$ cat config.mk
export PLATFORM = sky130hd
export DESIGN_NAME = sfft_stage_sequencer
export DESIGN_NICKNAME = d
export VERILOG_FILES = /design/src/rtl/sfft_pkg.sv /design/src/rtl/sfft_write_delay.sv /design/src/rtl/sfft_stage_sequencer.sv
export SDC_FILE = /design/constraint.sdc
export NUM_CORES = 1
export LEC_CHECK = 0
export CELL_PAD_IN_SITES_DETAIL_PLACEMENT = 0
export CELL_PAD_IN_SITES_GLOBAL_PLACEMENT = 1
export CORE_MARGIN = 3
export CORE_UTILIZATION = 37
export DETAILED_ROUTE_END_ITERATION = 8
export PLACE_DENSITY_LB_ADDON = 0.08
export SYNTH_ARGS = -nofsm -noshare
export SYNTH_HDL_FRONTEND = slang
export SYNTH_SLANG_ARGS = --single-unit
export TNS_END_PERCENT = 5
$ cat constraint.sdc
create_clock -name clk -period 3.4 [get_ports clk]
set_input_delay 0.68 -clock clk [delete_from_list [all_inputs] [get_ports clk]]
set_output_delay 0.68 -clock clk [all_outputs]
set_load 0.05 [all_outputs]
$ cat src/rtl/sfft_pkg.sv
// Shared types and butterfly address arithmetic for the SFFT stage sequencer.
package sfft_pkg;

    localparam int SFFT_N_LOG2 = 3;
    localparam int SFFT_LAT    = 3;

    typedef enum logic [1:0] {
        IDLE  = 2'd0,
        READ  = 2'd1,
        DRAIN = 2'd2,
        DONE  = 2'd3
    } seq_state_t;

    typedef logic [SFFT_N_LOG2-1:0] addr_t;
    typedef logic [SFFT_N_LOG2-2:0] twid_t;

    typedef struct packed {
        addr_t a;
        addr_t b;
        twid_t k;
    } bfly_t;

    // DIT butterfly for stage s, butterfly index i:
    // a is i with a zero bit inserted at position s, b = a + span,
    // twiddle index is the position within the group scaled to the N/2 ROM.
    function automatic bfly_t bfly_addr(input addr_t stage, input twid_t idx);
        int unsigned s;
        int unsigned i;
        int unsigned span;
        int unsigned pos;
        int unsigned grp;
        int unsigned a;
        bfly_t       r;
        s    = 32'(stage);
        i    = 32'(idx);
        span = 32'd1 << s;
        pos  = i & (span - 32'd1);
        grp  = i >> s;
        a    = (grp << (s + 32'd1)) | pos;
        r.a  = addr_t'(a);
        r.b  = addr_t'(a + span);
        r.k  = twid_t'(pos << (32'(SFFT_N_LOG2) - 32'd1 - s));
        return r;
    endfunction

endpackage

$ cat src/rtl/sfft_write_delay.sv
// Enable-gated shift register carrying {valid, a, b} from read issue to write-back.
module sfft_write_delay #(
    parameter int W     = 7,
    parameter int DEPTH = 3
) (
    input  logic         clk,
    input  logic         reset_n,
    input  logic         en,
    input  logic [W-1:0] d,
    output logic [W-1:0] q
);

    // Tap 0 is the input; tap gi+1 is the output of stage gi.
    logic [DEPTH:0][W-1:0] w_tap;

    assign w_tap[0] = d;

    genvar gi;
    generate
        for (gi = 0; gi < DEPTH; gi++) begin : g_stage
            logic [W-1:0] r_q;

            // One pipeline stage: cleared on reset, frozen while en is low.
            always_ff @(posedge clk) begin
                if (!reset_n) begin
                    r_q <= '0;
                end else if (en) begin
                    r_q <= w_tap[gi];
                end
            end

            assign w_tap[gi+1] = r_q;
        end
    endgenerate

    assign q = w_tap[DEPTH];

endmodule

$ cat src/rtl/sfft_stage_sequencer.sv
// Radix-2 in-place SFFT sequencer: issues butterfly read pairs and twiddle
// indices stage by stage, drains the butterfly pipeline between stages so
// every write lands before the next stage reads, and replays each read pair
// as a write-back pair LAT cycles later.
module sfft_stage_sequencer
    import sfft_pkg::*;
#(
    parameter int N_LOG2   = SFFT_N_LOG2,
    parameter int N_POINTS = 1 << N_LOG2,
    parameter int LAT      = SFFT_LAT
) (
    input  logic              clk,
    input  logic              reset_n,
    input  logic              start,
    input  logic              hold,
    output logic [N_LOG2-1:0] read_address_A,
    output logic [N_LOG2-1:0] read_address_B,
    output logic [N_LOG2-2:0] twiddle_k,
    output logic              read_valid,
    output logic [N_LOG2-1:0] write_address_A,
    output logic [N_LOG2-1:0] write_address_B,
    output logic              writeEnable_A,
    output logic              writeEnable_B,
    output logic              pipe_en,
    output logic [N_LOG2-1:0] stage,
    output logic              busy,
    output logic              done
);

    localparam int                CNT_W      = (LAT > 1) ? $clog2(LAT) : 1;
    localparam int                WD_W       = 1 + 2 * N_LOG2;
    localparam logic [N_LOG2-2:0] IDX_LAST   = (N_LOG2-1)'(N_POINTS / 2 - 1);
    localparam logic [N_LOG2-1:0] STAGE_LAST = N_LOG2'(N_LOG2 - 1);
    localparam logic [CNT_W-1:0]  DRAIN_LAST = CNT_W'(LAT - 1);

    seq_state_t        r_state;
    seq_state_t        w_state_next;
    logic [N_LOG2-1:0] r_stage;
    logic [N_LOG2-1:0] w_stage_next;
    logic [N_LOG2-2:0] r_idx;
    logic [N_LOG2-2:0] w_idx_next;
    logic [CNT_W-1:0]  r_drain;
    logic [CNT_W-1:0]  w_drain_next;
    bfly_t             w_bf;
    bfly_t             r_rd;
    logic              w_rd_valid;
    logic              w_pipe_en;
    logic [WD_W-1:0]   w_wd_in;
    logic [WD_W-1:0]   w_wd_out;
    logic              w_wr_valid;

    // Next-state logic and state-decoded strobes; hold freezes all progress.
    always_comb begin
        w_state_next = r_state;
        w_stage_next = r_stage;
        w_idx_next   = r_idx;
        w_drain_next = r_drain;
        w_pipe_en    = ~hold;
        w_rd_valid   = 1'b0;
        busy         = 1'b0;
        done         = 1'b0;

        case (r_state)
            IDLE: begin
                if (!hold && start) begin
                    w_state_next = READ;
                    w_stage_next = '0;
                    w_idx_next   = '0;
                end
            end
            READ: begin
                busy       = 1'b1;
                w_rd_valid = ~hold;
                if (!hold) begin
                    if (r_idx == IDX_LAST) begin
                        w_state_next = DRAIN;
                        w_drain_next = '0;
                    end else begin
                        w_idx_next = r_idx + 1'b1;
                    end
                end
            end
            DRAIN: begin
                busy = 1'b1;
                if (!hold) begin
                    if (r_drain == DRAIN_LAST) begin
                        if (r_stage == STAGE_LAST) begin
                            w_state_next = DONE;
                        end else begin
                            w_state_next = READ;
                            w_stage_next = r_stage + 1'b1;
                            w_idx_next   = '0;
                        end
                    end else begin
                        w_drain_next = r_drain + 1'b1;
                    end
                end
            end
            DONE: begin
                done = ~hold;
                if (!hold) begin
                    w_state_next = IDLE;
                end
            end
            default: begin
                w_state_next = IDLE;
            end
        endcase
    end

    // Address math for the butterfly that will be presented next cycle.
    always_comb begin
        w_bf = bfly_addr(w_stage_next, w_idx_next);
    end

    // State, counters and the registered read-address outputs.
    always_ff @(posedge clk) begin
        if (!reset_n) begin
            r_state <= IDLE;
            r_stage <= '0;
            r_idx   <= '0;
            r_drain <= '0;
            r_rd    <= '0;
        end else begin
            r_state <= w_state_next;
            r_stage <= w_stage_next;
            r_idx   <= w_idx_next;
            r_drain <= w_drain_next;
            r_rd    <= (w_state_next == READ) ? w_bf : '0;
        end
    end

    // Only issued reads enter the write pipeline; idle slots carry zero addresses.
    assign w_wd_in = w_rd_valid ? {1'b1, r_rd.a, r_rd.b} : '0;

    sfft_write_delay #(
        .W     (WD_W),
        .DEPTH (LAT)
    ) u_write_delay (
        .clk     (clk),
        .reset_n (reset_n),
        .en      (w_pipe_en),
        .d       (w_wd_in),
        .q       (w_wd_out)
    );

    assign {w_wr_valid, write_address_A, write_address_B} = w_wd_out;

    assign writeEnable_A  = w_wr_valid & ~hold;
    assign writeEnable_B  = w_wr_valid & ~hold;
    assign read_valid     = w_rd_valid;
    assign read_address_A = r_rd.a;
    assign read_address_B = r_rd.b;
    assign twiddle_k      = r_rd.k;
    assign pipe_en        = w_pipe_en;
    assign stage          = r_stage;

endmodule

==> flow_summary.yaml, run 1 <==
status:
  outcome: "finished, final reports clean"
final_layout:
  regArea_sq_um: 768
  multi_input_area_sq_um: 1180
  fin_util_pct: 52.3
  instances_no_fill: 332
  area_delta_synth_final_pct: 34.9
  diodes: 0
  drive_gt1_share_pct: 32.4
  fill_cells: 474
  fin_nets: 278
synth:
  syn_inst: 219
  yosys_register_bits: 38
  synth.top_cell.area_share_pct: 38.0
  synth_fp_nets: 236
  synth-compound-area-share_pct: 12.8
  yosysWarnings: 0
  avgSynthCellArea_sq_um: 9.15
  ys_async_sr_fraction_pct: 0
  synthSimpleGateAreaFrac_pct: 21.5
  synth_edf_count: 0
  synth_seq_area_share_pct: 38.0
  synthTopCellsByArea: "dfxtp_1, ha_1, mux2i_1"
  ys_types: 54
  syn-cell-area_sq_um: 2000
  synth_top_family_by_area: "simple AND/OR/NAND/NOR gates"
  synth_ff_type: "dfxtp_1"
  yosys.area.top_type: "dfxtp_1"
  synthXorXnorAreaFrac_pct: 1.31
  synth.area.mux_share_pct: 8.80
  synthAdderAreaFrac_pct: 8.49
global_routing:
  track_usage_pct: 15.7
  grt_pass1_wl_um: 7830
  grt_max_degree: 34
  gr-total-overflow: 0
  antenna_found_initial: 0
  first_global_vias: 1698
place:
  gp_congestion: 0.837
  io_buffers: 26
  dp_cells: 322
  dpl.hpwl_um: 3350
setup_path:
  arrival_ps: 3500
  cp_data_required_time_ps: 3570
  critPathKind: "reg -> reg"
  r2r_cells: 15
  end_kind: "flop"
  cp_max_fo: 6
  startpoint_type: "flop"
clock_tree:
  insertion_delay_ps: 290
  clk_transition_reported_paths_ps: 80
  cts_made_buffers: 5
  htree_levels: 2
  cts-root-buf: "clkbuf_8"
  cts.sinks: 38
  clock_path_buffers: 2
  cts_tree: "built"
timing:
  whs_ps: 464
  worst_pin_slew_ps: 505
  period_minus_slack_ps: 3320
  rsz0062_at_grt: "true"
  period_share_pct: 97.8
  finalHoldViolCount: 0
  setup_viol: 0
  finClkSkew_ps: 6.22
  slew_viol_final: 0
  slew_headroom_pct: 66.2
  clock.fmax_mhz: 301
drt:
  drt-total-wl_um: 4450
  ant_nets: 0
  dr.pass1.iters: 5
  wl_per_cell_um: 13.4
  dr_total_vias: 1686
  drc: 0
  drtIter0Drc: 55
  vias_per_cell: 5.08
pwr:
  leakage_nw: 1.08
  peakVddDrop_uv: 166
  report.power.total_mw: 0.869
  powerDensity_nw_per_um2: 321
min_path:
  hold_class: "reg -> reg"
  holdPathStages: 2
floorplanning:
  die_h_um: 79.6
  num_io_pins: 27
  core_region_area_sq_um: 5170
  die_w_um: 79.6
  die-area_sq_um: 6340
  initial_utilization_pct: 38.8
  row_count: 26
run:
  cap_violations: 0
## what timing repair did
action | 4_1_cts | 5_1_grt
pin swaps | 3 | 7
setup buffers | 1 | 1
resized for setup | 2 | 26
setup endpoints to repair | 1 | 1
hold buffers | 0 | 0
## final timing paths
check / startpoint / to / slack (ps)
setup / recovery: r_state[1] / read_address_B[2] / 80
hold / removal: u_write_delay.g_stage[0].r_q[0] / u_write_delay.g_stage[0].r_q[0] / 460
setup reg to reg: r_state[1] / read_address_B[2] / 80
hold reg to reg: u_write_delay.g_stage[0].r_q[0] / u_write_delay.g_stage[0].r_q[0] / 460
## sequential cells by signal, indices dropped and copies added, names as in the netlist
name and flops:
u_write_delay.q 7, r_drain 2, r_state 2, r_idx 2, stage 3, u_write_delay.g_stage.r_q 14
read_address_B 3, twiddle_k 2, read_address_A 3
## Yosys cell counts, drive strengths merged, types with 2 or more instances
| cell type | instances |
|---|---|
| mux2 | 2 |
| and3 | 3 |
| nor3 | 2 |
| nand2b | 5 |
| a31oi | 4 |
| o21ai | 2 |
| inv | 13 |
| a21oi | 11 |
| nand3 | 6 |
| and2 | 3 |
| nor2b | 4 |
| a211o | 2 |
| xor2 | 2 |
| or3 | 2 |
| dfxtp | 38 |
| or3b | 3 |
| buf | 19 |
| nand2 | 7 |
| nand3b | 4 |
| and2b | 2 |
| a22oi | 3 |
| clkbuf | 2 |
| mux2i | 15 |
| nor2 | 35 |
| ha | 12 |
## critical path: stages, from the launching register on
cell	delay (ps)
dfxtp_2	360
inv_1	90
ha_4	190
or3b_4	380
o41ai_4	70
a211o_4	180
inv_4	50
ha_4	250
nand4b_1	150
o31ai_4	300
ha_2	210
inv_2	40
fa_2	340
xor2_1	150
and2b_2	190
mux2_4	250
## kinds of logic (layout without fill, tap and decap cells)
| family | count (synthesis) | after routing |
|---|---|---|
| buf+inv | 34 | 77 |
| flops | 38 | 38 |
| compound gates | 35 | 35 |
| simple gates | 79 | 79 |
| mux | 17 | 17 |
| xor+xnor | 3 | 3 |
| fa+ha+maj | 13 | 13 |
## metal layers
layer	wire length [um]	vias up	share of wire [%]	GRT usage [%]
met5	0	-	0	0
met3	197	7	4.4	4.06
li1	-	818	-	-
met4	57	0	1.3	4.81
met1	2040	820	46	18.7
met2	2160	41	48	27.3
## cell usage in the layout, fill, tap and decap left out, types with 5 or more instances in the layout
cell,n
a21oi_1,11
buf_4,31
clkbuf_8,6
clkdlybuf4s50_1,19
dfxtp_1,34
ha_1,5
ha_4,6
inv_1,6
inv_2,5
mux2i_1,15
nand2_1,7
nand3_1,6
nor2_1,35
## report_power, final
part	leakage (nW)	internal [mW]	switching [mW]
Clock	0.0515	0.163	0.158
Combinational	0.722	0.0396	0.0573
Sequential	0.309	0.448	0.00262
## area by class of cell
cell class,count,area share [%]
clock buffers,6,3.05
well taps,70,3.24
multi-input cells,147,43.8
inverters,13,1.99
flip-flops and latches,38,28.4
repair buffers,56,19.1
clock inverters,2,0.416
## through the flow
| step | instance area [sq um] | setup slack (ps) | setup TNS [ps] |
|---|---|---|---|
| final | 2700 | 76.4 | 0 |
| after global routing | 2700 | -28.7 | -28.7 |
| after CTS | 2600 | 12.4 | 0 |
| after detailed placement | 2500 | -552 | -730 |
| after global placement | 2500 | -449 | -546 |
| after floorplan | 2040 | -70.1 | -70.1 |
No activity file was read; power rests on OpenSTA's default activity.
==> run 2: changes to the inputs <==
==> constraint.sdc (replaced) <==
create_clock -name clk -period 3.4 [get_ports clk]
set_input_delay 0.51 -clock clk [delete_from_list [all_inputs] [get_ports clk]]
set_output_delay 0.51 -clock clk [all_outputs]
set_load 0.05 [all_outputs]
==> flow_summary.yaml, run 2 (synthesis gave the netlist of run 1 again) <==
setup_path:
  cpMostUsedCell: "ha_2"
  arrival_ps: 3450
  worstPathCellList: "inv_2, ha_2, and2b_2, o211a_1, a211o_4, ha_2, nand4b_1, o31ai_2, ha_2, inv_1, fa_2, xor2_2, and2b_2, mux2_4"
  end_kind: "flop"
  startpoint_type: "flop"
  critPathKind: "reg -> reg"
  cp_max_fo: 4
  cp_slowest_cell: "dfxtp_4"
  slowest_delay_ps: 350
  cp_data_required_time_ps: 3570
final_layout:
  drive_gt1_share_pct: 33.7
  area_delta_synth_final_pct: 36.5
  fin_nets: 286
  final_common_cell: "buf_4"
  layout_common_cells: "buf_4, nor2_1, dfxtp_1"
  largest-register: "u_write_delay.g_stage.r_q"
  diodes: 0
  fill_cells: 492
  fin_area_sq_um: 2740
  largest_reg_flops: 14
drt:
  drt-total-wl_um: 4510
  dr.pass1.iters: 4
  drc: 0
  wl_per_cell_um: 13.3
  ant_nets: 0
  dr_total_vias: 1668
  vias_per_cell: 4.91
  drtIter0Drc: 84
global_routing:
  grt_pass1_wl_um: 7530
  track_usage_pct: 14.8
  gr-total-overflow: 0
  antenna_found_initial: 0
  grt_max_degree: 32
  first_global_vias: 1646
timing:
  setup_viol: 0
  finClkSkew_ps: 7.17
  period_minus_slack_ps: 3280
  worst_pin_slew_ps: 504
  whs_ps: 465
  period_share_pct: 96.5
  finalHoldViolCount: 0
  setup_tns_ps: 0
  slew_headroom_pct: 66.3
  clock.fmax_mhz: 305
  slew_viol_final: 0
floorplanning:
  core_region_area_sq_um: 5170
  die-area_sq_um: 6340
  die_w_um: 79.6
  row_count: 26
  die_h_um: 79.6
  initial_utilization_pct: 38.8
  num_io_pins: 27
clock_tree:
  clock_path_buffers: 2
  cts_tree: "built"
  cts_made_buffers: 5
  htree_levels: 2
  insertion_delay_ps: 280
  clk_transition_reported_paths_ps: 80
  ctsHoldBuffers: 0
  cts.sinks: 38
  cts-root-buf: "clkbuf_8"
place:
  dpl.hpwl_um: 3220
  gp_congestion: 0.838
  dpl_cell_area_sq_um: 2510
  io_buffers: 26
min_path:
  hold_class: "reg -> reg"
pwr:
  peakVddDrop_uv: 191
  leakage_nw: 1.12
  powerDensity_nw_per_um2: 325
  report.power.total_mw: 0.891
run:
  cap_violations: 0
status:
  outcome: "finished, final reports clean"
==> run 2: changes by cell type in the layout (fill, tap and decap cells not counted), sizes merged <==
| cell | change |
|---|---|
| buf | +8 |
| clkbuf | +1 |
| clkinv | -1 |
| dlygate4sd2 | +1 |
| inv | -1 |
==> run 2: final timing paths <==
check	from	to	slack, ps	cells after the start
max	stage[0]	read_address_B[2]	120	14
min	u_write_delay.g_stage[0].r_q[1]	u_write_delay.g_stage[0].r_q[1]	470	2
max reg2reg	stage[0]	read_address_B[2]	120	14
min reg2reg	u_write_delay.g_stage[0].r_q[1]	u_write_delay.g_stage[0].r_q[1]	470	2
==> run 2: repair_timing <==
item,in CTS,in global routing
pin swaps,2,7
setup endpoints to repair,1,1
gates cloned,0,0
gates resized for setup,7,14
buffers inserted,0,9
==> run 2: final cells by class <==
type / instances / area (sq um) / area share [%]
Timing Repair Buffer: 64 / 581 / 21.2
Sequential cell: 38 / 772 / 28.2
Tap cell: 70 / 87.6 / 3.20
Inverter: 13 / 53.8 / 1.97
Clock buffer: 8 / 101 / 3.70
Multi-Input combinational cell: 147 / 1140 / 41.7
==> run 2: metrics by stage <==
step / utilization [%] / setup slack, ps / std cells
after floorplan: - / 4.58 / 219
after global placement: 48.5 / -389 / 323
after detailed placement: 48.5 / -506 / 323
after CTS: 50.8 / 24.9 / 331
after global routing: 52.9 / -38.0 / 340
final: 52.9 / 118 / 340
==> run 2: critical path: cells and delay by family (launching register included) <==
family / cells / cell delay (ps)
XOR/XNOR: 1 / 150
AO/OA/AOI/OAI: 3 / 810
AND/OR/NAND/NOR: 3 / 600
adder cells (fa/ha/maj): 4 / 920
flip-flops: 1 / 350
multiplexers: 1 / 250
buffers and inverters: 2 / 80
==> run 2: power breakdown <==
group,switching [mW],internal (mW)
combinational,0.0582,0.0417
clock,0.150,0.190
sequential,0.00272,0.448
==> run 2: metal layers <==
metal  global-route usage (%)  vias up  part of all wire [%]
met5                        0        -                     0
met4                     4.30        0                   1.2
met3                     3.27        7                   3.3
met2                     25.7       29                    50
met1                     18.3      791                    46
li1                         -      841                     -
